### src/rtl/stopwatch_bcd.sv
// -----------------------------------------------------------------------------
// stopwatch_bcd
//   Four-digit BCD stopwatch (000.0 .. 999.9 s) with start/stop and clear
//   pushbuttons. The buttons are synchronised and debounced. A three-state FSM
//   (CLR / RUN / PAUSE) gates a prescaler that produces one count tick every
//   CLK_HZ/TICK_HZ cycles.
//
//   Optional feature, enabled by defining the macro STOPWATCH_LAP_EN:
//   a lap button that freezes the displayed value while the count keeps running.
//
// Parameters
//   CLK_HZ        input clock frequency in Hz
//   TICK_HZ       count rate in Hz (one count = one tenth of a second)
//   DEBOUNCE_CYC  cycles a synchronised button level must stay stable to be accepted
//
// Ports
//   clock    in   single clock; all state changes on its rising edge
//   rstn     in   asynchronous active-low reset
//   startPB  in   start/stop pushbutton, active high, asynchronous
//   clearPB  in   clear pushbutton, active high, asynchronous
//   lapPB    in   lap pushbutton, active high (used only with STOPWATCH_LAP_EN)
//   value    out  BCD digits: [15:12] hundreds of s ... [3:0] tenths of s
//   running  out  high while the FSM is in RUN
//   ovf      out  sticky flag, set when the count wraps 9999 -> 0000
// -----------------------------------------------------------------------------
module stopwatch_bcd #(
  parameter int CLK_HZ       = 5000000,
  parameter int TICK_HZ      = 10,
  parameter int DEBOUNCE_CYC = 50000
) (
  input  logic        clock,
  input  logic        rstn,
  input  logic        startPB,
  input  logic        clearPB,
  input  logic        lapPB,
  output logic [15:0] value,
  output logic        running,
  output logic        ovf
);

  localparam int DIV = CLK_HZ / TICK_HZ;
  localparam int PW  = (DIV > 1) ? $clog2(DIV) : 1;
  localparam int DW  = (DEBOUNCE_CYC > 1) ? $clog2(DEBOUNCE_CYC) : 1;
  localparam logic [PW-1:0] PRESC_LAST = PW'(DIV - 1);
  localparam logic [DW-1:0] DB_LAST    = DW'(DEBOUNCE_CYC - 1);

  // Button index: 0 = start, 1 = clear, 2 = lap (only present with the lap feature).
`ifdef STOPWATCH_LAP_EN
  localparam int NB = 3;
`else
  localparam int NB = 2;
`endif

  typedef enum logic [1:0] {
    S_CLR   = 2'd0,
    S_RUN   = 2'd1,
    S_PAUSE = 2'd2
  } state_t;

  logic [NB-1:0] w_raw;
  logic [NB-1:0] r_sync1;
  logic [NB-1:0] r_sync2;
  logic [NB-1:0] r_db;
  logic [NB-1:0] r_press;
  logic [DW-1:0] r_db_cnt [NB];

  state_t        r_state;
  state_t        w_state_next;
  logic          w_start;
  logic          w_clear;
  logic          w_enter_clr;
  logic          w_tick;
  logic [PW-1:0] r_presc;
  logic [15:0]   r_count;
  logic [15:0]   w_count_inc;
  logic          w_wrap;
  logic          r_ovf;

`ifdef STOPWATCH_LAP_EN
  assign w_raw = {lapPB, clearPB, startPB};
`else
  assign w_raw = {clearPB, startPB};
  // The lap button has no function in this build.
  logic w_unused_lap;
  assign w_unused_lap = lapPB;
`endif

  // ---------------------------------------------------------------------------
  // Synchroniser + debouncer + press-pulse generator, one lane per button.
  // A lane counts consecutive synchronised samples that differ from the
  // accepted level; the DEBOUNCE_CYC-th such sample flips the accepted level.
  // A press pulse is raised only on the accepted 0->1 flip, so holding a
  // button never repeats.
  // ---------------------------------------------------------------------------
  // NOTE: sequential state uses non-blocking (<=) so every flop samples the
  // pre-edge values of the others, independent of statement order.
  always_ff @(posedge clock or negedge rstn) begin
    if (!rstn) begin
      r_sync1 <= '0;
      r_sync2 <= '0;
      r_db    <= '0;
      r_press <= '0;
      // NOTE: the counter array is a set of control flops, not a storage RAM,
      // so each element is reset explicitly.
      for (int i = 0; i < NB; i++) r_db_cnt[i] <= '0;
    end else begin
      r_sync1 <= w_raw;
      r_sync2 <= r_sync1;
      for (int i = 0; i < NB; i++) begin
        r_press[i] <= 1'b0;
        if (r_sync2[i] == r_db[i]) begin
          r_db_cnt[i] <= '0;
        end else if (r_db_cnt[i] == DB_LAST) begin
          r_db_cnt[i] <= '0;
          r_db[i]     <= r_sync2[i];
          r_press[i]  <= r_sync2[i];
        end else begin
          r_db_cnt[i] <= r_db_cnt[i] + 1'b1;
        end
      end
    end
  end

  assign w_start = r_press[0];
  assign w_clear = r_press[1];

  // ---------------------------------------------------------------------------
  // FSM: state register / next-state logic / output logic
  // ---------------------------------------------------------------------------
  always_ff @(posedge clock or negedge rstn) begin
    if (!rstn) r_state <= S_CLR;
    else       r_state <= w_state_next;
  end

  // NOTE: the next state gets a default before the case so no path leaves it
  // unassigned, which would otherwise infer a latch.
  always_comb begin
    w_state_next = r_state;
    unique case (r_state)
      S_CLR:   if (w_start) w_state_next = S_RUN;
      S_RUN:   if (w_start) w_state_next = S_PAUSE;  // clear is ignored while running
      S_PAUSE: begin
        // Clear has priority over a simultaneous start.
        if (w_clear)      w_state_next = S_CLR;
        else if (w_start) w_state_next = S_RUN;
      end
      default: w_state_next = S_CLR;
    endcase
  end

  always_comb begin
    running = (r_state == S_RUN);
  end

  // CLR is only reachable from PAUSE via a clear press.
  assign w_enter_clr = (r_state == S_PAUSE) && w_clear;

  // ---------------------------------------------------------------------------
  // Prescaler: advances in RUN, holds its partial count in PAUSE, zero in CLR.
  // ---------------------------------------------------------------------------
  assign w_tick = (r_state == S_RUN) && (r_presc == PRESC_LAST);

  always_ff @(posedge clock or negedge rstn) begin
    if (!rstn) begin
      r_presc <= '0;
    end else if (r_state == S_RUN) begin
      r_presc <= w_tick ? '0 : r_presc + 1'b1;
    end else if (r_state == S_CLR) begin
      r_presc <= '0;
    end
  end

  // ---------------------------------------------------------------------------
  // BCD increment: ripple the carry through the four digits in one cycle.
  // A digit at 9 (or any illegal value above it) rolls to 0 and carries.
  // ---------------------------------------------------------------------------
  always_comb begin
    logic carry;
    carry       = 1'b1;
    w_count_inc = r_count;
    for (int d = 0; d < 4; d++) begin
      if (carry) begin
        if (r_count[4*d +: 4] >= 4'd9) begin
          w_count_inc[4*d +: 4] = 4'd0;
        end else begin
          w_count_inc[4*d +: 4] = r_count[4*d +: 4] + 4'd1;
          carry                 = 1'b0;
        end
      end
    end
    w_wrap = carry;  // all four digits rolled over: 9999 -> 0000
  end

  always_ff @(posedge clock or negedge rstn) begin
    if (!rstn) begin
      r_count <= '0;
      r_ovf   <= 1'b0;
    end else if (w_enter_clr) begin
      r_count <= '0;
      r_ovf   <= 1'b0;
    end else if (w_tick) begin
      r_count <= w_count_inc;
      if (w_wrap) r_ovf <= 1'b1;
    end
  end

  assign ovf = r_ovf;

  // ---------------------------------------------------------------------------
  // Lap hold (optional): a lap press in RUN toggles the hold; setting it
  // captures the live count. The hold survives PAUSE and is dropped on clear.
  // ---------------------------------------------------------------------------
`ifdef STOPWATCH_LAP_EN
  logic        r_hold;
  logic [15:0] r_lap;

  always_ff @(posedge clock or negedge rstn) begin
    if (!rstn) begin
      r_hold <= 1'b0;
      r_lap  <= '0;
    end else if (w_enter_clr) begin
      r_hold <= 1'b0;
      r_lap  <= '0;
    end else if (r_press[2] && (r_state == S_RUN)) begin
      r_hold <= ~r_hold;
      if (!r_hold) r_lap <= r_count;
    end
  end

  assign value = r_hold ? r_lap : r_count;
`else
  assign value = r_count;
`endif

endmodule

### config.mk
export PLATFORM = sky130hd
export DESIGN_NAME = stopwatch_bcd
export DESIGN_NICKNAME = d
export VERILOG_FILES = /design/src/rtl/stopwatch_bcd.sv
export SDC_FILE = /design/constraint.sdc
export NUM_CORES = 1
export LEC_CHECK = 0
export ABC_AREA = 1
export BUFFER_PORTS_ARGS = -buffer_cell sky130_fd_sc_hd__clkbuf_2
export CAP_MARGIN = 20
export CORE_MARGIN = 2
export CORE_UTILIZATION = 45
export CTS_CLUSTER_SIZE = 14
export DETAILED_ROUTE_END_ITERATION = 16
export HOLD_SLACK_MARGIN = 0.06
export SLEW_MARGIN = 10
export SYNTH_ARGS = -nofsm -noshare
export SYNTH_HDL_FRONTEND = slang
export SYNTH_SLANG_ARGS = --single-unit
export TNS_END_PERCENT = 10
### constraint.sdc
create_clock -name clock -period 1.8 [get_ports clock]
set_input_delay 0.27 -clock clock [delete_from_list [all_inputs] [get_ports clock]]
set_output_delay 0.27 -clock clock [all_outputs]
set_load 0.01 [all_outputs]
==> results.yml <==
die:
  core_um2: 9280
  ios: 23
  initial_utilization_pct: 46.8
  dieArea_um2: 10500
  die_x_um: 102
  die_height_um: 102
  rows: 35
power:
  power.switching_uw: 720
  power_frac_comb_pct: 2.9
  switching_share_pct: 23.9
  powerDensity_nw_per_um2: 610
  total_leakage_power_uw: 0.00226
  p_clk_share_pct: 38.1
  cellInternalPower_uw: 2290
  irDropWorstVdd_uv: 352
  seq_power_share_pct: 59.1
  p_total_uw: 3010
yosys:
  seq_area_frac_synth_pct: 45.0
  netlist_instances: 563
  yosys.area.top_type_share_pct: 45.0
  synth_top_area_cell: "dfrtp_1"
  synth_area_um2: 4340
  syn_avg_cell_area_um2: 7.71
  synth_fp_nets: 583
  ys_top_cells_by_area: "dfrtp_1 45%, nand2_1 12%, nand3_1 7.5%"
  synth_warnings: 0
  synth-seq-cells: 78
  ys_types: 33
clocking:
  tritoncts: "built"
  clkLatencyLatePin_ps: 350
  clk_pin_slew_ps: 80
  cts_max_level: 3
  cts.sinks: 78
  clockBufferDepth: 2
  cts_buffers: 9
  ctsRootBufferMaster: "clkbuf_8"
worst_hold_path:
  min-delay-start: "r_sync1[0]$_DFF_PN0_"
  whs_path_depth: 0
  hold_class: "reg2reg"
  holdPathEnd: "r_sync2[0]$_DFF_PN0_"
outcome:
  status: "completed"
placement:
  finalWeightedCongestion: 0.901
  dpl_cell_area_um2: 4680
  port_buffers: 21
  dpl.cell_count: 719
  place_hpwl_um: 6430
drt:
  drc: 0
  drt.antenna.violating_nets: 0
  first_iter_violations: 126
  wl_um: 8800
  firstDrtPassIters: 4
  detail_route.wl_per_cell_um: 11.9
  vias: 3671
  vias_per_cell: 4.95
grt:
  grt_overflow_total: 0
  grt_pass1_wl_um: 15100
  grt.total_usage_pct: 18.2
  antenna_found_initial: 0
  grt_start_max_net_pins: 39
  grt_pass1_vias: 3339
finish:
  area_delta_synth_final_pct: 13.5
  antenna_cells: 0
  layout-drive-gt1-share_pct: 12.1
  layout_common_cells: "138 x nand2_1, 78 x nor2_1, 78 x dfrtp_1"
  fin_area_um2: 4930
  fin_nets: 629
  final_common_cell: "nand2_1"
  final_cells: 742
timing:
  worstMarginPinSlew_ps: 406
  setup-tns-final_ps: 0
  relSlewSlack_pct: 72.7
  post-route-min-period_ps: 1630
  period_share_pct: 90.6
  fmax_ghz: 0.613
  hold_viol: 0
  finalSetupViolations: 0
  worst_clock_skew_ps: 6.41
  drv_slew: 0
critical_path:
  reg2reg_from: "r_presc[0]$_DFFE_PN0P_"
  path_max_fanout: 8
  crit_path_start_kind: "register"
  reg2reg_slack_ps: 170
  r2r-end: "value[6]$_DFFE_PN0P_"
  crit_start: "r_presc[0]$_DFFE_PN0P_"
  required_ps: 2050
  critPathKind: "reg2reg"
  r2r_cells: 10
  critPathArrivalTime_ps: 1880
  crit_path_end_kind: "register"
flow_run:
  cap_violations: 0
## how the worst max path moves through the flow
| stage | endpoint | slack (ps) | depth (start not counted) |
|---|---|---|---|
| 2_1_floorplan | value[4]$_DFFE_PN0P_ | 300 | 10 |
| 3_5_place_dp | value[6]$_DFFE_PN0P_ | 90 | 10 |
| 4_1_cts | value[6]$_DFFE_PN0P_ | 90 | 10 |
| 3_3_place_gp | value[5]$_DFFE_PN0P_ | 140 | 10 |
| 6_report | value[6]$_DFFE_PN0P_ | 170 | 10 |
| 5_1_grt | value[15]$_DFFE_PN0P_ | -10 | 10 |
## cells in the mapped netlist (all sizes together)
library cell  count
nand2           143
nor2             87
dfrtp            78
nand3            66
inv              64
xor2             24
o21ai            21
nor3             19
ha               15
a21oi            10
nand4            10
xnor2             5
nand3b            3
nor3b             3
buf               2
clkinv            2
o21bai            2
or2               2
a32o              1
and3              1
clkbuf            1
nor4              1
o21a              1
o22ai             1
o31ai             1
## per-layer routing
layer	vias up	track usage (%)	wire length, um
li1	1897	-	-
met1	1714	24.8	4350
met2	51	29.6	4080
met3	9	2.67	240
met4	0	6.87	131
met5	-	0	0
## flip-flops by register name (all words and copies together), names as in the netlist
name      flops
r_db_cnt     32
r_presc      19
r_press       2
r_sync2       2
r_db          2
value        16
ovf           1
r_state       2
r_sync1       2
## metrics by stage
| stage | hold slack, ps | setup slack (ps) | utilization [%] |
|---|---|---|---|
| CTS | 362 | 88.0 | 52.5 |
| global route | 369 | -12.7 | 53.1 |
| floorplan | -25.6 | 298 | - |
| global placement | 209 | 143 | 50.4 |
| detailed placement | 212 | 91.5 | 50.4 |
| finish | 357 | 169 | 53.1 |
## cell type report
| class | count | area [um2] |
|---|---|---|
| Multi-Input combinational cell | 416 | 2150 |
| Timing Repair Buffer | 38 | 255 |
| Sequential cell | 78 | 1950 |
| Inverter | 66 | 248 |
| Fill cell | 913 | 4360 |
| Tap cell | 129 | 161 |
| Clock buffer | 10 | 128 |
| Clock inverter | 5 | 37.5 |
## cell families after synthesis
logic type / synth area share [%]
AO/OA/AOI/OAI: 4.73
XOR/XNOR: 5.85
adder cells (fa/ha/maj): 4.32
buffers and inverters: 6.02
flip-flops: 45.0
AND/OR/NAND/NOR: 34.1
## repair_timing
action,in CTS,in global routing
endpoints found under the setup margin,0,14
hold buffers,3,0
endpoints found under the hold margin,26,0
setup buffers,0,5
resized for setup,0,5
## power groups by stage
| stage | logic [uW] | clock network (uW) | registers, uW |
|---|---|---|---|
| global placement | 85.4 | 0 | 1810 |
| floorplan | 28.8 | 0 | 1810 |
| finish | 86.5 | 1150 | 1780 |
| global route | 102 | 1250 | 1780 |
| CTS | 91.1 | 1190 | 1780 |
| detailed placement | 86.1 | 0 | 1810 |
## critical path, stage by stage, from the launching register on
cell and delay, ps:
dfrtp_1 400, ha_2 200, nand2_2 70, nor2_4 140, inv_2 70, nor2_4 140
nand3_4 160, nand2_8 140, nand2_2 80, nand2_1 70, nand2_1 50
(Power assumes the default switching activity.)
